[src/rtl/ctrl_relogio.sv]
// Clock controller: 1 Hz tick divider, seconds/minutes/hours increment pulses with carries,
// button-driven time-setting FSM (RUN -> SET_H -> SET_M -> RUN) and display blink enables.
module ctrl_relogio #(
  parameter int TICK_DIV  = 50_000_000,
  parameter int BLINK_DIV = 12_500_000
) (
  input  logic       ctrl_clock,
  input  logic       ctrl_reset,
  input  logic       ctrl_btn_modo,
  input  logic       ctrl_btn_inc,
  input  logic [2:0] ctrl_seg_msd,
  input  logic [3:0] ctrl_seg_lsd,
  input  logic [2:0] ctrl_min_msd,
  input  logic [3:0] ctrl_min_lsd,
  output logic       ctrl_inc_seg,
  output logic       ctrl_inc_min,
  output logic       ctrl_inc_hora,
  output logic       ctrl_zera_seg,
  output logic [1:0] ctrl_modo,
  output logic       ctrl_vis_h,
  output logic       ctrl_vis_m
);

  localparam int DW = (TICK_DIV > 1) ? $clog2(TICK_DIV) : 1;
  localparam int BW = (BLINK_DIV > 1) ? $clog2(BLINK_DIV) : 1;
  localparam logic [DW-1:0] DIV_LAST   = DW'(TICK_DIV - 1);
  localparam logic [BW-1:0] BLINK_LAST = BW'(BLINK_DIV - 1);

  typedef enum logic [1:0] {
    RUN   = 2'd0,
    SET_H = 2'd1,
    SET_M = 2'd2
  } modo_t;

  modo_t         state_q, state_d;
  logic [DW-1:0] div_q, div_d;
  logic [BW-1:0] blink_cnt_q, blink_cnt_d;
  logic          flag_q, flag_d;
  logic          modo_prev_q, inc_prev_q;
  logic          inc_seg_q, inc_seg_d;
  logic          inc_min_q, inc_min_d;
  logic          inc_hora_q, inc_hora_d;
  logic          zera_q, zera_d;

  logic modo_edge, inc_edge, tick, seg_59, min_59;

  assign modo_edge = ctrl_btn_modo & ~modo_prev_q;
  assign inc_edge  = ctrl_btn_inc & ~inc_prev_q;
  assign tick      = (div_q == DIV_LAST);
  assign seg_59    = (ctrl_seg_msd == 3'd5) && (ctrl_seg_lsd == 4'd9);
  assign min_59    = (ctrl_min_msd == 3'd5) && (ctrl_min_lsd == 4'd9);

  always_comb begin
    state_d     = state_q;
    div_d       = div_q;
    blink_cnt_d = blink_cnt_q;
    flag_d      = flag_q;
    inc_seg_d   = 1'b0;
    inc_min_d   = 1'b0;
    inc_hora_d  = 1'b0;
    zera_d      = 1'b0;

    // A mode edge always wins; a coincident tick or increment edge is dropped.
    case (state_q)
      RUN: begin
        if (modo_edge) begin
          state_d = SET_H;
          div_d   = '0;
        end else begin
          div_d = tick ? '0 : div_q + DW'(1);
          if (tick) begin
            inc_seg_d  = 1'b1;
            inc_min_d  = seg_59;
            inc_hora_d = seg_59 & min_59;
          end
        end
      end
      SET_H: begin
        div_d = '0;
        if (modo_edge) state_d = SET_M;
        else if (inc_edge) inc_hora_d = 1'b1;
      end
      SET_M: begin
        div_d = '0;
        if (modo_edge) begin
          state_d = RUN;
          zera_d  = 1'b1;
        end else if (inc_edge) begin
          inc_min_d = 1'b1;
        end
      end
      default: begin
        state_d = RUN;
        div_d   = '0;
      end
    endcase

    // Blink phase is parked at (0, visible) whenever RUN is involved, so each adjust session starts visible.
    if (state_q == RUN || state_d == RUN) begin
      blink_cnt_d = '0;
      flag_d      = 1'b1;
    end else if (blink_cnt_q == BLINK_LAST) begin
      blink_cnt_d = '0;
      flag_d      = ~flag_q;
    end else begin
      blink_cnt_d = blink_cnt_q + BW'(1);
    end
  end

  always_ff @(posedge ctrl_clock) begin
    if (ctrl_reset) begin
      state_q     <= RUN;
      div_q       <= '0;
      blink_cnt_q <= '0;
      flag_q      <= 1'b1;
      modo_prev_q <= 1'b0;
      inc_prev_q  <= 1'b0;
      inc_seg_q   <= 1'b0;
      inc_min_q   <= 1'b0;
      inc_hora_q  <= 1'b0;
      zera_q      <= 1'b0;
    end else begin
      state_q     <= state_d;
      div_q       <= div_d;
      blink_cnt_q <= blink_cnt_d;
      flag_q      <= flag_d;
      modo_prev_q <= ctrl_btn_modo;
      inc_prev_q  <= ctrl_btn_inc;
      inc_seg_q   <= inc_seg_d;
      inc_min_q   <= inc_min_d;
      inc_hora_q  <= inc_hora_d;
      zera_q      <= zera_d;
    end
  end

  assign ctrl_inc_seg  = inc_seg_q;
  assign ctrl_inc_min  = inc_min_q;
  assign ctrl_inc_hora = inc_hora_q;
  assign ctrl_zera_seg = zera_q;
  assign ctrl_modo     = state_q;
  assign ctrl_vis_h    = (state_q != SET_H) | flag_q;
  assign ctrl_vis_m    = (state_q != SET_M) | flag_q;

endmodule

[config.mk]
export PLATFORM = sky130hd
export DESIGN_NAME = ctrl_relogio
export DESIGN_NICKNAME = d
export VERILOG_FILES = /design/src/rtl/ctrl_relogio.sv
export SDC_FILE = /design/constraint.sdc
export NUM_CORES = 1
export LEC_CHECK = 0
export CORE_ASPECT_RATIO = 0.6
export CORE_UTILIZATION = 40
export CTS_BUF_LIST = sky130_fd_sc_hd__clkbuf_16
export DETAILED_ROUTE_END_ITERATION = 12
export HOLD_SLACK_MARGIN = 0.15
export PLACE_DENSITY = 0.64
export SYNTH_ARGS = -nofsm -noshare
export SYNTH_HDL_FRONTEND = slang
export SYNTH_SLANG_ARGS = --single-unit
[constraint.sdc]
create_clock -name ctrl_clock -period 3.9 [get_ports ctrl_clock]
set_input_delay 0.78 -clock ctrl_clock [delete_from_list [all_inputs] [get_ports ctrl_clock]]
set_output_delay 0.78 -clock ctrl_clock [all_outputs]
set_load 0.005 [all_outputs]
# Yosys cells after proc, flatten, opt, wreduce, memory -nomap -nowiden
# Index checks and enable logic that the tools add are counted.
[totals] output_inout_bits=8 register_bits=59 elab_cells=56
[classes] bitwise_logic=10 eq_ne=10 addsub=2 n_mux=14 n_reduce_logical=10
[ops] op="$add 26x1->26 const B" n=1
[ops] op="$eq 26x26->1 const B" n=1
[ops] op="$add 24x1->24 const B" n=1
[ops] op="$eq 24x24->1 const B" n=1
[ops] op="$eq 4x4->1 const B" n=2
[ops] op="$mux 1" n=8
[ops] op="$eq 3x3->1 const B" n=2
[ops] op="$mux 2" n=3
[ops] op="$pmux 2 s3" n=1
[ops] op="$reduce_or 3->1" n=2
[ops] op="$not 1->1" n=5
[ops] op="$logic_not 2->1" n=2
[ops] op="$pmux 1 s2" n=2
[ops] op="$reduce_or 2->1" n=2
[ops] op="$reduce_or 4->1" n=1
[ops] op="$and 1x1->1" n=3
[ops] op="$eq 2x1->1 const B" n=1
[ops] op="$eq 2x2->1 const B" n=1
[ops] op="$logic_and 1x1->1" n=2
[ops] op="$ne 2x1->1 const B" n=1
[ops] op="$ne 2x2->1 const B" n=1
[ops] op="$or 1x1->1" n=2
[ops] op="$logic_or 1x1->1" n=1

# Depth between registers and ports, before layout
[logic_depth] depth_word=7 mapped_depth=6

# Worst setup path after synthesis
# OpenSTA, ideal clock, no wires.
[synth_path] path_type="input to register" start="input ctrl_btn_modo" end="register div_q[13]" t_required_ns=3.830 setup_slack_ns=1.821 stages=6 arrival_time_ns=2.008 path_cell_list="nor2b_1 > clkbuf_1 > or4_1 > a21o_1 > clkbuf_1 > a21oi_1"
[synth_between] elab_chain_len=2
[synth_lines] item="from (decl)" line_no="9" text="input logic ctrl_btn_modo,"
[synth_lines] item="$and 1x1->1" line_no="47" text="assign modo_edge = ctrl_btn_modo & ~modo_prev_q;"
[synth_lines] item="$reduce_or 4->1 (no source line)"
[synth_lines] item="to (signal assigned)" line_no="124" text="div_q <= div_d;"
[synth_lines] item="to (decl)" line_no="36" text="logic [DW-1:0] div_q, div_d;"
# Every way passes these cells.
# A chain may end at the register's enable or synchronous reset.

# Final worst setup path
[layout_path] start="input ctrl_btn_modo" end="register blink_cnt_q[5]"
[layout_between] elab_chain_len=6 word_cells_on_any_way=8
[layout_lines] item="$and 1x1->1 (*)" line_no="47"
[layout_lines] item="$mux 2 (on tied branches)" line_no="85, 66, 80"
[layout_lines] item="$pmux 2 s3 (*)" line_no="64" text="case (state_q)"
[layout_lines] item="$logic_not 2->1 (*)" line_no="99" text="if (state_q == RUN || state_d == RUN) begin"
[layout_lines] item="$logic_or 1x1->1 (*)" line_no="99"
[layout_lines] item="$reduce_or 3->1 (no source line) (*)"
[layout_lines] item="to (signal assigned)" line_no="125" text="blink_cnt_q <= blink_cnt_d;"
[layout_lines] item="to (decl)" line_no="37" text="logic [BW-1:0] blink_cnt_q, blink_cnt_d;"
# Mark *: on every way between the ends. The rest lies on a longest branch, timed or not.

==> impl_metrics.yaml <==
placement:
  dp_slack_ps: 1030
  placed_cell_area_mm2: 0.00302
  dp_hpwl_um: 4080
  place_congestion: 0.826
  place_inst: 411
  io_buffers: 25
clock_network:
  post_cts_resized: 0
  clk_pin_slew_ps: 50
  clk_latency_ps: 320
  cts_buffer_depth: 2
  clkSinkCount: 59
  cts_root_buffer: "clkbuf_16"
  h-tree-depth: 3
  postCtsSetupBuffers: 0
  cts_buffers: 9
  hold_buffers: 0
  cts_tree: "yes"
floorplanning:
  fp.dieW_um: 108
  die_area_mm2: 0.00713
  rows: 22
  core-area_mm2: 0.00633
  die_y_um: 65.8
  ios: 26
  initial_utilization: 0.429
route:
  dr.first_iter.drc_count: 228
  vias: 2349
  via_per_inst: 5.51
  first_pass_iters: 4
  drc: 0
  wl_per_cell_um: 13.8
  ant_nets: 0
  routed_wl_um: 5870
pwr:
  p_sw_uw: 293
  netSwitchingFraction: 0.208
  seq_power_share: 0.437
  ir_drop_v: 0.000191
  power_frac_clock: 0.524
  power.density_mw_per_mm2: 428
  comb_power_share: 0.039
  intPower_mw: 1.12
  leakagePower_nw: 1.00
synth:
  synth_seq_cells: 59
  syn_area_mm2: 0.00272
  synth_cell_types: 37
  yosys.area_share.simple: 0.333
  ys_warn_count: 0
  synth_compound_gate_area_share: 0.0986
  synth_top_family_by_area: "simple AND/OR/NAND/NOR gates"
  syn_nets: 333
  synth_xor_area_frac: 0.0871
  synthAdderAreaFrac: 0.00921
  synthMuxAreaShare: 0.00415
  syn_area_per_cell_um2: 8.68
  syn_inst: 313
  yosysSeqAreaShare: 0.435
hold_path:
  min_from: "blink_cnt_q[0]"
  hold_class: "flip-flop to flip-flop"
  holdPathStages: 1
timing:
  rsz0062_at_grt: "no"
  tns_ps: 0
  clock_skew_ps: 4.39
  slew_headroom: 0.397
  hold_viol: 0
  fin_crit_sh: 0.646
  setup_slack_ps: 1380
  maxSlewViolCount: 0
  tightest_slew_ps: 900
  fmax_mhz: 397
  fin_crit_ps: 2520
  report.final.setup_viol: 0
grt:
  antenna_found_initial: 0
  grt_max_degree: 26
  grt_use_total: 0.186
  grt_overflow_total: 0
  grt_pass1_vias: 2175
  grt_first_pass_wirelength_um: 10000
run:
  maxCapViolCount: 0
cells_and_area:
  drive_gt1_frac: 0.0468
  syn_to_final_growth_pct: 21.4
  fill_cells: 578
  regArea_mm2: 0.00118
  diodes: 0
  nNetsFinal: 358
  multi_input_area_mm2: 0.00145
  final_cell_area_mm2: 0.00330
  stdcell_count: 426
outcome:
  outcome: "finished clean"
critical_path:
  critical_path.slowest_cell: "clkdlybuf4s50_1"
  path_class: "input pin to flip-flop"
  r2r_cells: 5
  path_cells: "clkdlybuf4s50_1, nor2b_1, o21ai_0, o211ai_1, buf_4, nor2_1"
  reg2reg_from: "div_q[0]"
  endpoint_kind: "flip-flop"
  startpoint: "ctrl_btn_modo"
  cp-start-kind: "input pin"
  cpPeakStageDelay_ps: 460
  required_ps: 4110
  arrival_ps: 2730
  path_max_fanout: 13
-- logic make-up after synthesis --
kind of cell	count (synthesis)
compound gates	46
flops	59
buf+inv	21
mux	1
xor+xnor	27
fa+ha+maj	2
simple gates	157
-- registers in the layout, indices dropped and copies added (netlist names) --
register       count
blink_cnt_q       24
ctrl_inc_hora      1
ctrl_inc_min       1
ctrl_inc_seg       1
ctrl_modo          2
ctrl_zera_seg      1
div_q             26
flag_q             1
inc_prev_q         1
modo_prev_q        1
-- critical path, delay by kind of cell --
kind | cells | cell delay (ps)
simple gates | 2 | 520
buf+inv | 2 | 790
compound gates | 2 | 620
-- power by group through the flow --
stage | logic [mW] | registers [mW] | clock network [mW]
finish | 0.0552 | 0.617 | 0.739
floorplan | 0.0273 | 0.627 | 0
CTS | 0.0558 | 0.616 | 0.752
detailed placement | 0.0554 | 0.629 | 0
global placement | 0.0547 | 0.629 | 0
global route | 0.0611 | 0.617 | 0.778
-- worst paths after layout --
check	slack (ps)	endpoint
setup / recovery	1380	blink_cnt_q[5]
hold / removal	460	blink_cnt_q[0]
setup reg to reg	1630	div_q[11]
hold reg to reg	460	blink_cnt_q[0]
-- placed cells by master (no fill, tap or decap), types with 3 or more instances in the layout --
cell / netlist / layout
nor2_1: 35 / 35
and3_1: 6 / 6
o21ai_0: 10 / 10
o31ai_1: 12 / 12
nand2_1: 18 / 18
nor4_1: 6 / 6
nor4bb_1: 3 / 3
nand2b_1: 3 / 3
or4_1: 12 / 12
or3_1: 9 / 9
nor2b_1: 4 / 4
and4_1: 8 / 8
nand4_1: 14 / 14
inv_1: 9 / 10
clkinv_1: 0 / 4
nor3_1: 6 / 6
clkdlybuf4s50_1: 0 / 25
xor2_1: 10 / 10
a21oi_1: 21 / 21
dfxtp_1: 59 / 59
xnor2_1: 17 / 17
nand3_1: 18 / 18
clkbuf_16: 0 / 9
-- synth_stat cells --
cell | n | area, um^2
nand3b_1 | 1 | 7.51
nor2_1 | 35 | 131
o21ai_0 | 10 | 50.1
and4_1 | 8 | 70.1
a211oi_1 | 1 | 7.51
a21o_1 | 1 | 7.51
or4_1 | 12 | 90.1
buf_2 | 2 | 10.0
a21oi_1 | 21 | 105
nor4b_1 | 2 | 17.5
dfxtp_1 | 59 | 1180
xnor2_1 | 17 | 149
or2_2 | 1 | 6.26
or3_1 | 9 | 56.3
and2_1 | 2 | 12.5
nor3b_1 | 2 | 15.0
and3_1 | 6 | 37.5
nor3_1 | 6 | 30.0
nand2_1 | 18 | 67.6
nand4b_1 | 2 | 17.5
o31ai_1 | 12 | 90.1
mux2_2 | 1 | 11.3
ha_1 | 2 | 25.0
nor4bb_1 | 3 | 30.0
nand4_1 | 14 | 87.6
nor2b_1 | 4 | 25.0
clkbuf_1 | 9 | 33.8
and4_2 | 1 | 10.0
nand3_1 | 18 | 90.1
nand4_2 | 2 | 25.0
o211ai_1 | 1 | 7.51
nand4bb_1 | 2 | 22.5
buf_6 | 1 | 11.3
xor2_1 | 10 | 87.6
nor4_1 | 6 | 37.5
inv_1 | 9 | 33.8
nand2b_1 | 3 | 18.8
-- metal layers --
layer  GRT usage  routed length [um]
met2       0.243                2070
met4      0.0845                  91
met3      0.0640                 532
met1       0.268                3180
met5           0                   0
-- cell type report --
cell class | count | area share
sequential | 59 | 0.358
clock inverter | 6 | 0.0148
clock buffer | 9 | 0.0683
tap | 84 | 0.0319
multi-input combinational | 233 | 0.439
inverter | 9 | 0.0102
timing repair buffer | 26 | 0.0781
-- through the flow --
stage | hold WS (ps) | power, mW | utilization
after floorplan | 426 | 0.655 | -
after global placement | 441 | 0.683 | 0.478
after detailed placement | 454 | 0.684 | 0.478
after CTS | 465 | 1.42 | 0.521
after global routing | 497 | 1.46 | 0.521
final | 462 | 1.41 | 0.521
No activity file was read; power rests on OpenSTA's default activity.
